File: config.mk
export PLATFORM = sky130hd
export DESIGN_NAME = mem_arbiter
export DESIGN_NICKNAME = d
export VERILOG_FILES = /design/src/rtl/mem_pkg.sv /design/src/rtl/mem_arbiter_rr_pick.sv /design/src/rtl/mem_arbiter.sv
export SDC_FILE = /design/constraint.sdc
export NUM_CORES = 1
export LEC_CHECK = 0
export ABC_CLOCK_PERIOD_IN_PS = 14400
export CAP_MARGIN = 20
export CELL_PAD_IN_SITES_DETAIL_PLACEMENT = 0
export CELL_PAD_IN_SITES_GLOBAL_PLACEMENT = 1
export CORE_ASPECT_RATIO = 0.75
export CORE_UTILIZATION = 34
export DETAILED_ROUTE_END_ITERATION = 8
export GPL_TIMING_DRIVEN = 0
export PLACE_DENSITY_LB_ADDON = 0.3
export SLEW_MARGIN = 20
export SYNTH_ARGS = -nofsm -noshare
export SYNTH_HDL_FRONTEND = slang
export SYNTH_SLANG_ARGS = --single-unit
File: constraint.sdc
create_clock -name clk -period 14.4 [get_ports clk]
set_input_delay 2.88 -clock clk [delete_from_list [all_inputs] [get_ports clk]]
set_output_delay 2.88 -clock clk [all_outputs]
set_load 0.03 [all_outputs]
File: src/rtl/mem_pkg.sv
// Shared constants and types for the memory arbiter. These do not depend on the number of cores.
package mem_pkg;

  localparam int WORD_OFFSET = 2;
  localparam int REGION_LSB  = 28;
  localparam int REGION_BITS = 4;

  typedef struct packed {
    logic                   write;
    logic [REGION_BITS-1:0] region;
    logic [31:0]            wdata;
    logic [3:0]             wstrb;
  } req_fields_t;

  function automatic logic [REGION_BITS-1:0] region_of(input logic [31:0] addr);
    return addr[REGION_LSB +: REGION_BITS];
  endfunction

endpackage

File: src/rtl/mem_arbiter_rr_pick.sv
// Round-robin picker: returns the first pending index found searching upward from ptr, wrapping at N.
module rr_pick #(
  parameter int N   = 4,
  parameter int IDW = $clog2(N)
) (
  input  logic [N-1:0]   pending,
  input  logic [IDW-1:0] ptr,
  output logic           grant_valid,
  output logic [IDW-1:0] grant_idx
);

  logic [31:0] cand;

  // Walk the search order backwards so the candidate closest to ptr is the last one written.
  always_comb begin
    grant_valid = 1'b0;
    grant_idx   = '0;
    cand        = '0;
    for (int i = N - 1; i >= 0; i--) begin
      cand = (32'(ptr) + 32'(i)) % 32'(N);
      if (pending[cand[IDW-1:0]]) begin
        grant_valid = 1'b1;
        grant_idx   = cand[IDW-1:0];
      end
    end
  end

endmodule

File: src/rtl/mem_arbiter.sv
// Round-robin arbiter sharing one single-cycle memory port between N_CORES look-ahead cores.
// Pipeline: request capture -> grant decision -> registered mem access -> registered ready pulse.
module mem_arbiter
  import mem_pkg::*;
#(
  parameter int N_CORES  = 4,
  parameter int MEM_BITS = 13
) (
  input  logic                       clk,
  input  logic                       rst,
  input  logic [N_CORES-1:0]         req_read,
  input  logic [N_CORES-1:0]         req_write,
  input  logic [N_CORES*32-1:0]      req_addr,
  input  logic [N_CORES*32-1:0]      req_wdata,
  input  logic [N_CORES*4-1:0]       req_wstrb,
  output logic [N_CORES-1:0]         req_ready,
  output logic [N_CORES*32-1:0]      req_rdata,
  output logic                       mem_valid,
  output logic                       mem_write,
  output logic [MEM_BITS-1:0]        mem_addr,
  output logic [3:0]                 mem_region,
  output logic [31:0]                mem_wdata,
  output logic [3:0]                 mem_wstrb,
  input  logic [31:0]                mem_rdata,
  output logic [$clog2(N_CORES)-1:0] grant_id
);

  localparam int IDW = $clog2(N_CORES);

  req_fields_t         hold_q  [N_CORES];
  req_fields_t         hold_d  [N_CORES];
  logic [MEM_BITS-1:0] word_q  [N_CORES];
  logic [MEM_BITS-1:0] word_d  [N_CORES];
  logic [31:0]         rdata_q [N_CORES];
  logic [31:0]         rdata_d [N_CORES];

  logic [N_CORES-1:0]  pending_q, pending_d, busy;
  logic [IDW-1:0]      ptr_q, ptr_d;
  logic                pick_valid;
  logic [IDW-1:0]      pick_idx;

  logic                mem_valid_q, mem_valid_d;
  logic                mem_write_q, mem_write_d;
  logic [MEM_BITS-1:0] mem_addr_q, mem_addr_d;
  logic [3:0]          mem_region_q, mem_region_d;
  logic [31:0]         mem_wdata_q, mem_wdata_d;
  logic [3:0]          mem_wstrb_q, mem_wstrb_d;
  logic [IDW-1:0]      grant_id_q, grant_id_d;

  logic                rsp_valid_q, rsp_valid_d;
  logic                rsp_read_q, rsp_read_d;
  logic [IDW-1:0]      rsp_id_q, rsp_id_d;

  // Only the word-select and region bits of each address reach memory.
  logic                unused_addr_bits;
  assign unused_addr_bits = ^req_addr;

  rr_pick #(
    .N   (N_CORES),
    .IDW (IDW)
  ) u_rr_pick (
    .pending     (pending_q),
    .ptr         (ptr_q),
    .grant_valid (pick_valid),
    .grant_idx   (pick_idx)
  );

  // A core is busy from capture until its ready pulse; new pulses in that window are dropped.
  always_comb begin
    busy = pending_q;
    if (mem_valid_q) busy[grant_id_q] = 1'b1;
    if (rsp_valid_q) busy[rsp_id_q]   = 1'b1;
  end

  always_comb begin
    pending_d    = pending_q;
    ptr_d        = ptr_q;
    hold_d       = hold_q;
    word_d       = word_q;
    mem_valid_d  = 1'b0;
    mem_write_d  = 1'b0;
    mem_addr_d   = '0;
    mem_region_d = '0;
    mem_wdata_d  = '0;
    mem_wstrb_d  = '0;
    grant_id_d   = '0;

    if (pick_valid) begin
      pending_d[pick_idx] = 1'b0;
      ptr_d        = (pick_idx == IDW'(N_CORES - 1)) ? '0 : pick_idx + IDW'(1);
      mem_valid_d  = 1'b1;
      mem_write_d  = hold_q[pick_idx].write;
      mem_addr_d   = word_q[pick_idx];
      mem_region_d = hold_q[pick_idx].region;
      mem_wdata_d  = hold_q[pick_idx].wdata;
      mem_wstrb_d  = hold_q[pick_idx].wstrb;
      grant_id_d   = pick_idx;
    end

    // Write wins when both pulses arrive together.
    for (int k = 0; k < N_CORES; k++) begin
      if ((req_read[k] || req_write[k]) && !busy[k]) begin
        pending_d[k]     = 1'b1;
        hold_d[k].write  = req_write[k];
        hold_d[k].region = region_of(req_addr[32*k +: 32]);
        hold_d[k].wdata  = req_wdata[32*k +: 32];
        hold_d[k].wstrb  = req_wstrb[4*k +: 4];
        word_d[k]        = req_addr[32*k + WORD_OFFSET +: MEM_BITS];
      end
    end
  end

  always_comb begin
    rsp_valid_d = mem_valid_q;
    rsp_read_d  = mem_valid_q && !mem_write_q;
    rsp_id_d    = grant_id_q;
    rdata_d     = rdata_q;
    if (rsp_valid_q && rsp_read_q) rdata_d[rsp_id_q] = mem_rdata;
  end

  // Read data arrives in the ready cycle itself, so it is passed through then and held afterwards.
  always_comb begin
    req_ready = '0;
    if (rsp_valid_q) req_ready[rsp_id_q] = 1'b1;
    req_rdata = '0;
    for (int k = 0; k < N_CORES; k++) begin
      req_rdata[32*k +: 32] = (rsp_valid_q && rsp_read_q && rsp_id_q == IDW'(k)) ? mem_rdata
                                                                                : rdata_q[k];
    end
  end

  always_ff @(posedge clk or posedge rst) begin
    if (rst) begin
      pending_q    <= '0;
      ptr_q        <= '0;
      mem_valid_q  <= 1'b0;
      mem_write_q  <= 1'b0;
      mem_addr_q   <= '0;
      mem_region_q <= '0;
      mem_wdata_q  <= '0;
      mem_wstrb_q  <= '0;
      grant_id_q   <= '0;
      rsp_valid_q  <= 1'b0;
      rsp_read_q   <= 1'b0;
      rsp_id_q     <= '0;
      for (int k = 0; k < N_CORES; k++) begin
        hold_q[k]  <= '0;
        word_q[k]  <= '0;
        rdata_q[k] <= '0;
      end
    end else begin
      pending_q    <= pending_d;
      ptr_q        <= ptr_d;
      mem_valid_q  <= mem_valid_d;
      mem_write_q  <= mem_write_d;
      mem_addr_q   <= mem_addr_d;
      mem_region_q <= mem_region_d;
      mem_wdata_q  <= mem_wdata_d;
      mem_wstrb_q  <= mem_wstrb_d;
      grant_id_q   <= grant_id_d;
      rsp_valid_q  <= rsp_valid_d;
      rsp_read_q   <= rsp_read_d;
      rsp_id_q     <= rsp_id_d;
      for (int k = 0; k < N_CORES; k++) begin
        hold_q[k]  <= hold_d[k];
        word_q[k]  <= word_d[k];
        rdata_q[k] <= rdata_d[k];
      end
    end
  end

  assign mem_valid  = mem_valid_q;
  assign mem_write  = mem_write_q;
  assign mem_addr   = mem_addr_q;
  assign mem_region = mem_region_q;
  assign mem_wdata  = mem_wdata_q;
  assign mem_wstrb  = mem_wstrb_q;
  assign grant_id   = grant_id_q;

endmodule

* Word level (Yosys, flattened, before mapping)
Index checks and enable logic that the tools add are counted.
W data, S select, Z words.
** Storage, ports and cells
- Register bits :: 411
- Input bits :: 314
- Output and inout bits :: 189
- Logic and storage cells :: 145
** Cells by class
- Add/subtract/negate cells :: 4
- Magnitude comparators :: 13
- Eq/ne operators :: 4
- Mux-type cells :: 51
- Bitwise gates (word level) :: 6
- Reductions and logical operators :: 28
** Operator list (number)
- $mux W32 :: 6
- $bwmux W128 :: 1
- $bmux W41 S2 :: 1
- $mux W41 :: 2
- $demux W32 S2 :: 1
- $mux W13 :: 3
- $bmux W13 S2 :: 1
- $mux W4 :: 6
- $lt A2 B3 Y1 const B :: 7
- $mux W1 :: 17
- $logic_and A1 B1 Y1 :: 14
- $mux W2 :: 6
- $bmux W1 S2 :: 4
- $or A4 B4 Y4 :: 2
- $reduce_bool A2 Y1 :: 4
- $demux W1 S2 :: 3
- $eq A2 B2 Y1 const B :: 3
- $ge A2 B1 Y1 const B :: 3
- $ge A3 B3 Y1 const B :: 2
- $not A2 Y3 :: 2
- $logic_not A1 Y1 :: 5
- $add A2 B1 Y2 const B :: 2
- $add A2 B2 Y2 const B :: 2
- $and A4 B4 Y4 :: 1
- 5 further kinds :: 8

* Logic depth before layout (Yosys ltp)
- Depth in word-level cells :: 15
- Gate-level depth with buffers :: 8
- Gate-level depth less buffers :: 7

* Cells and area by module
A second synthesis with hierarchy kept.
** Unflattened totals
- Cell total of the unflattened synthesis :: 975
- Area total of the unflattened synthesis :: 16366.9 um^2
** Modules (own cells, without submodules)
- mem_arbiter :: instances 1, cells each 962, area each 16289.4 um^2, seq. area each 10284.9 um^2
- rr_pick :: instances 1, cells each 13, area each 77.6 um^2, seq. area each 0.0 um^2

* Least setup slack after synthesis
No wires, ideal clock.
- Path kind :: in2out
- Start point :: in mem_rdata[10]
- End point :: out req_rdata[10]
- Data arrival time :: 3301 ps
- Required time :: 11520 ps
- Slack :: 8219 ps
- Stages on the path :: 1
- Path buffers :: 0
- Cell sequence :: mux2_1
** Between the ends
- Longest elaborated chain between the ends :: 1
** RTL lines
- start, declared :: RTL line mem_arbiter.sv:24 : input logic [31:0] mem_rdata,
- $mux W32 :: RTL line mem_arbiter.sv:127 : req_rdata[32*k +: 32] = (rsp_valid_q && rsp_read_q && rsp_id_q == IDW'(k)) ? mem_rdata
- end, declared :: RTL line mem_arbiter.sv:17 : output logic [N_CORES*32-1:0] req_rdata,
No other way between the ends.

* Worst setup path in the final report
- Start point :: in mem_rdata[13]
- End point :: out req_rdata[13]
The elaborated chain is that of the path after synthesis.

==> impl_metrics.yaml <==
setup_path:
  critPathKind: "in -> out"
  slowest_delay_ps: 640
  slowest_stage: "clkdlybuf4s50_1"
  cp_data_arrival_time_ps: 4320
  critPathRequiredTime_ps: 11520
  start_kind: "input port"
  cpMostUsedCell: "clkdlybuf4s50_1"
  worstSetupEndpointType: "primary output"
  reg2regPathDepth: 6
  cp_max_fo: 4
  crit_chain: "clkdlybuf4s50_1 -> mux2_1 -> clkdlybuf4s50_1"
sta:
  min_period_ps: 7201
  clock_skew_ps: 13.78
  drv_slew: 0
  worstMarginPinSlew_ps: 1049
  finalWorstSetupSlack_ps: 7199
  rsz0062_at_grt: "false"
  slew_headroom_pct: 29.55
  max_freq_mhz: 138.9
  setup-violations-final: 0
  min_period_over_period_pct: 50.01
  hold_viol: 0
global_routing:
  grt_pass1_wl_mm: 72.97
  track_usage_pct: 20.18
  antenna_found_initial: 11
  first_global_vias: 11356
  grt_max_degree: 101
  overflow: 0
clocking:
  cts_buffers: 44
  post_cts_resized: 0
  post_cts_buffers: 0
  cts_tree: "built"
  h-tree-depth: 2
  postCtsHoldBufs: 0
  cts-root-buf: "clkbuf_16"
  clock_path_buffers: 3
  cts.sinks: 411
  worstSkewPairLatency_ps: 550
  clk_pin_slew_ps: 60
place:
  dpl.hpwl_mm: 35.86
  portBuffers: 442
  place.gp.congestion: 0.8004
  pre_cts_ws_ps: 7187
  dp_cells: 2108
detailed_routing:
  drtIter0Drc: 457
  vias: 10449
  drt_first_pass_iters: 4
  drcViolationCount: 0
  avgViaCountPerCell: 4.767
  drt-total-wl_mm: 48.85
  wire_per_inst_um: 22.29
  antenna_left: 0
floorplan:
  io_pins: 503
  initial_core_util_pct: 34.86
  coreArea_um2: 46620
  die-area_um2: 48700
  die_x_um: 254.5
  placementRows: 68
  die_h_um: 191.4
yosys:
  synth_ff_type: "dfrtp_1"
  synthMostInstantiatedCell: "dfrtp_1"
  yosys_warnings: 0
  ys_seq_area_share_pct: 63.27
  syn_avg_cell_area_um2: 15.80
  netlist_area_um2: 16260
  synth.largest_area_cell: "dfrtp_1"
  synth_top_cell_area_share_pct: 63.27
  netlist_instances: 1029
  netlist_top_cells_area: "dfrtp_1, mux2_2, mux2i_1"
  ys_top_cells_by_count: "dfrtp_1, mux2_2, mux2i_1"
  ys_types: 30
  synth_enable_flop_cells: 0
  async_reset_ff_share_pct: 100.0
  ys_ff_latch: 411
  syn-num-nets: 1344
power_and_ir_drop:
  seqPwrFrac_pct: 29.8
  p_comb_share_pct: 53.7
  power.switching_mw: 2.714
  p_int_mw: 4.082
  p_leak_nw: 9.775
  p_sw_share_pct: 39.93
  ir_drop_mv: 0.1093
  p_clk_share_pct: 16.5
  power_density_nw_per_um2: 294.9
layout:
  drive_gt1_share_pct: 28.73
  syn_to_final_growth_pct: 41.78
  final_cells: 2192
  fin_nets: 1839
status:
  outcome: "complete, no violations"
run:
  maxCapViolCount: 0
min_path:
  hold_class: "reg -> reg"
  hold_depth: 1
## placed cells by master (no fill, tap or decap), drive strengths merged, types with 2 or more instances in the layout
master	instances
bufinv	3
clkinvlp	3
nor3b	2
nor2b	3
nor4	4
nand2b	2
clkbuf	69
dfrtp	411
nand2	11
o22ai	54
mux2i	108
nor2	12
o21ai	3
a21o	2
a21oi	2
diode	6
inv	8
and3b	2
and3	2
clkinv	10
clkdlybuf4s50	442
mux2	344
buf	53
## worst max-delay path: cells and delay by family
kind | cells | cell delay (ps)
buffers and inverters | 2 | 1100
muxes | 1 | 340
## per-layer routing
layer / vias to the layer above / wire [um] / GRT usage, %
li1: 4728 / - / -
met1: 5367 / 21310 / 26.51
met2: 277 / 23310 / 32.90
met3: 67 / 3360 / 5.896
met4: 10 / 797 / 4.310
met5: - / 69 / 0
## final timing paths
| path | start | to | slack [ps] |
|---|---|---|---|
| max | mem_rdata[13] | req_rdata[13] | 7200 |
| min | mem_write | rsp_read_q | 430 |
| max reg2reg | pending_q[3] | mem_wdata[28] | 11800 |
| min reg2reg | mem_write | rsp_read_q | 430 |
| max in group asynchronous | rst | rdata_q[96] | 10390 |
| min in group asynchronous | rst | hold_q[129] | 2750 |
## layout make-up
cell class | instances | area [um^2]
multi-input combinational | 557 | 5627
antenna | 6 | 15.01
tap | 630 | 788.3
inverter | 6 | 30.03
buffer | 55 | 321.6
clock inverter | 18 | 180.2
fill | 4107 | 23580
timing repair buffer | 449 | 4568
clock buffer | 60 | 1232
sequential | 411 | 10280
## flip-flops by register name (all words and copies together), names as in the netlist, 2 cells and up
register	flops
mem_region	4
rsp_id_q	2
mem_wdata	32
ptr_q	2
hold_q	164
pending_q	4
mem_wstrb	4
rdata_q	128
word_q	52
mem_addr	13
grant_id	2
## power groups by stage
stage	registers, mW	clock network, mW	logic [mW]
6_report	2.02	1.12	3.65
5_1_grt	2.10	1.20	3.88
4_1_cts	2.03	1.16	3.70
3_5_place_dp	2.04	0	3.70
3_3_place_gp	2.03	0	3.65
2_1_floorplan	2.13	0	2.21
## stage by stage
stage | TNS, ps | area (um^2) | power, mW | hold WS [ps] | utilization [%]
final | 0 | 23050 | 6.796 | 426.1 | 49.43
after global routing | 0 | 23030 | 7.180 | 458.3 | 49.40
after CTS | 0 | 23030 | 6.885 | 425.9 | 49.40
after detailed placement | 0 | 21620 | 5.743 | 421.2 | 46.37
after global placement | -2096930 | 21470 | 5.680 | 425.6 | 46.04
after floorplan | 0 | 16260 | 4.343 | 457.4 | -
## cell families after synthesis
kind of cell	after synthesis	synth area share [%]
multiplexers	452	30.48
flip-flops	411	63.27
AND/OR/NAND/NOR	41	1.632
AO/OA/AOI/OAI	63	2.425
buffers and inverters	61	2.117
adder cells (fa/ha/maj)	1	0.07696
Note: power is estimated with default switching activity, not from simulation.
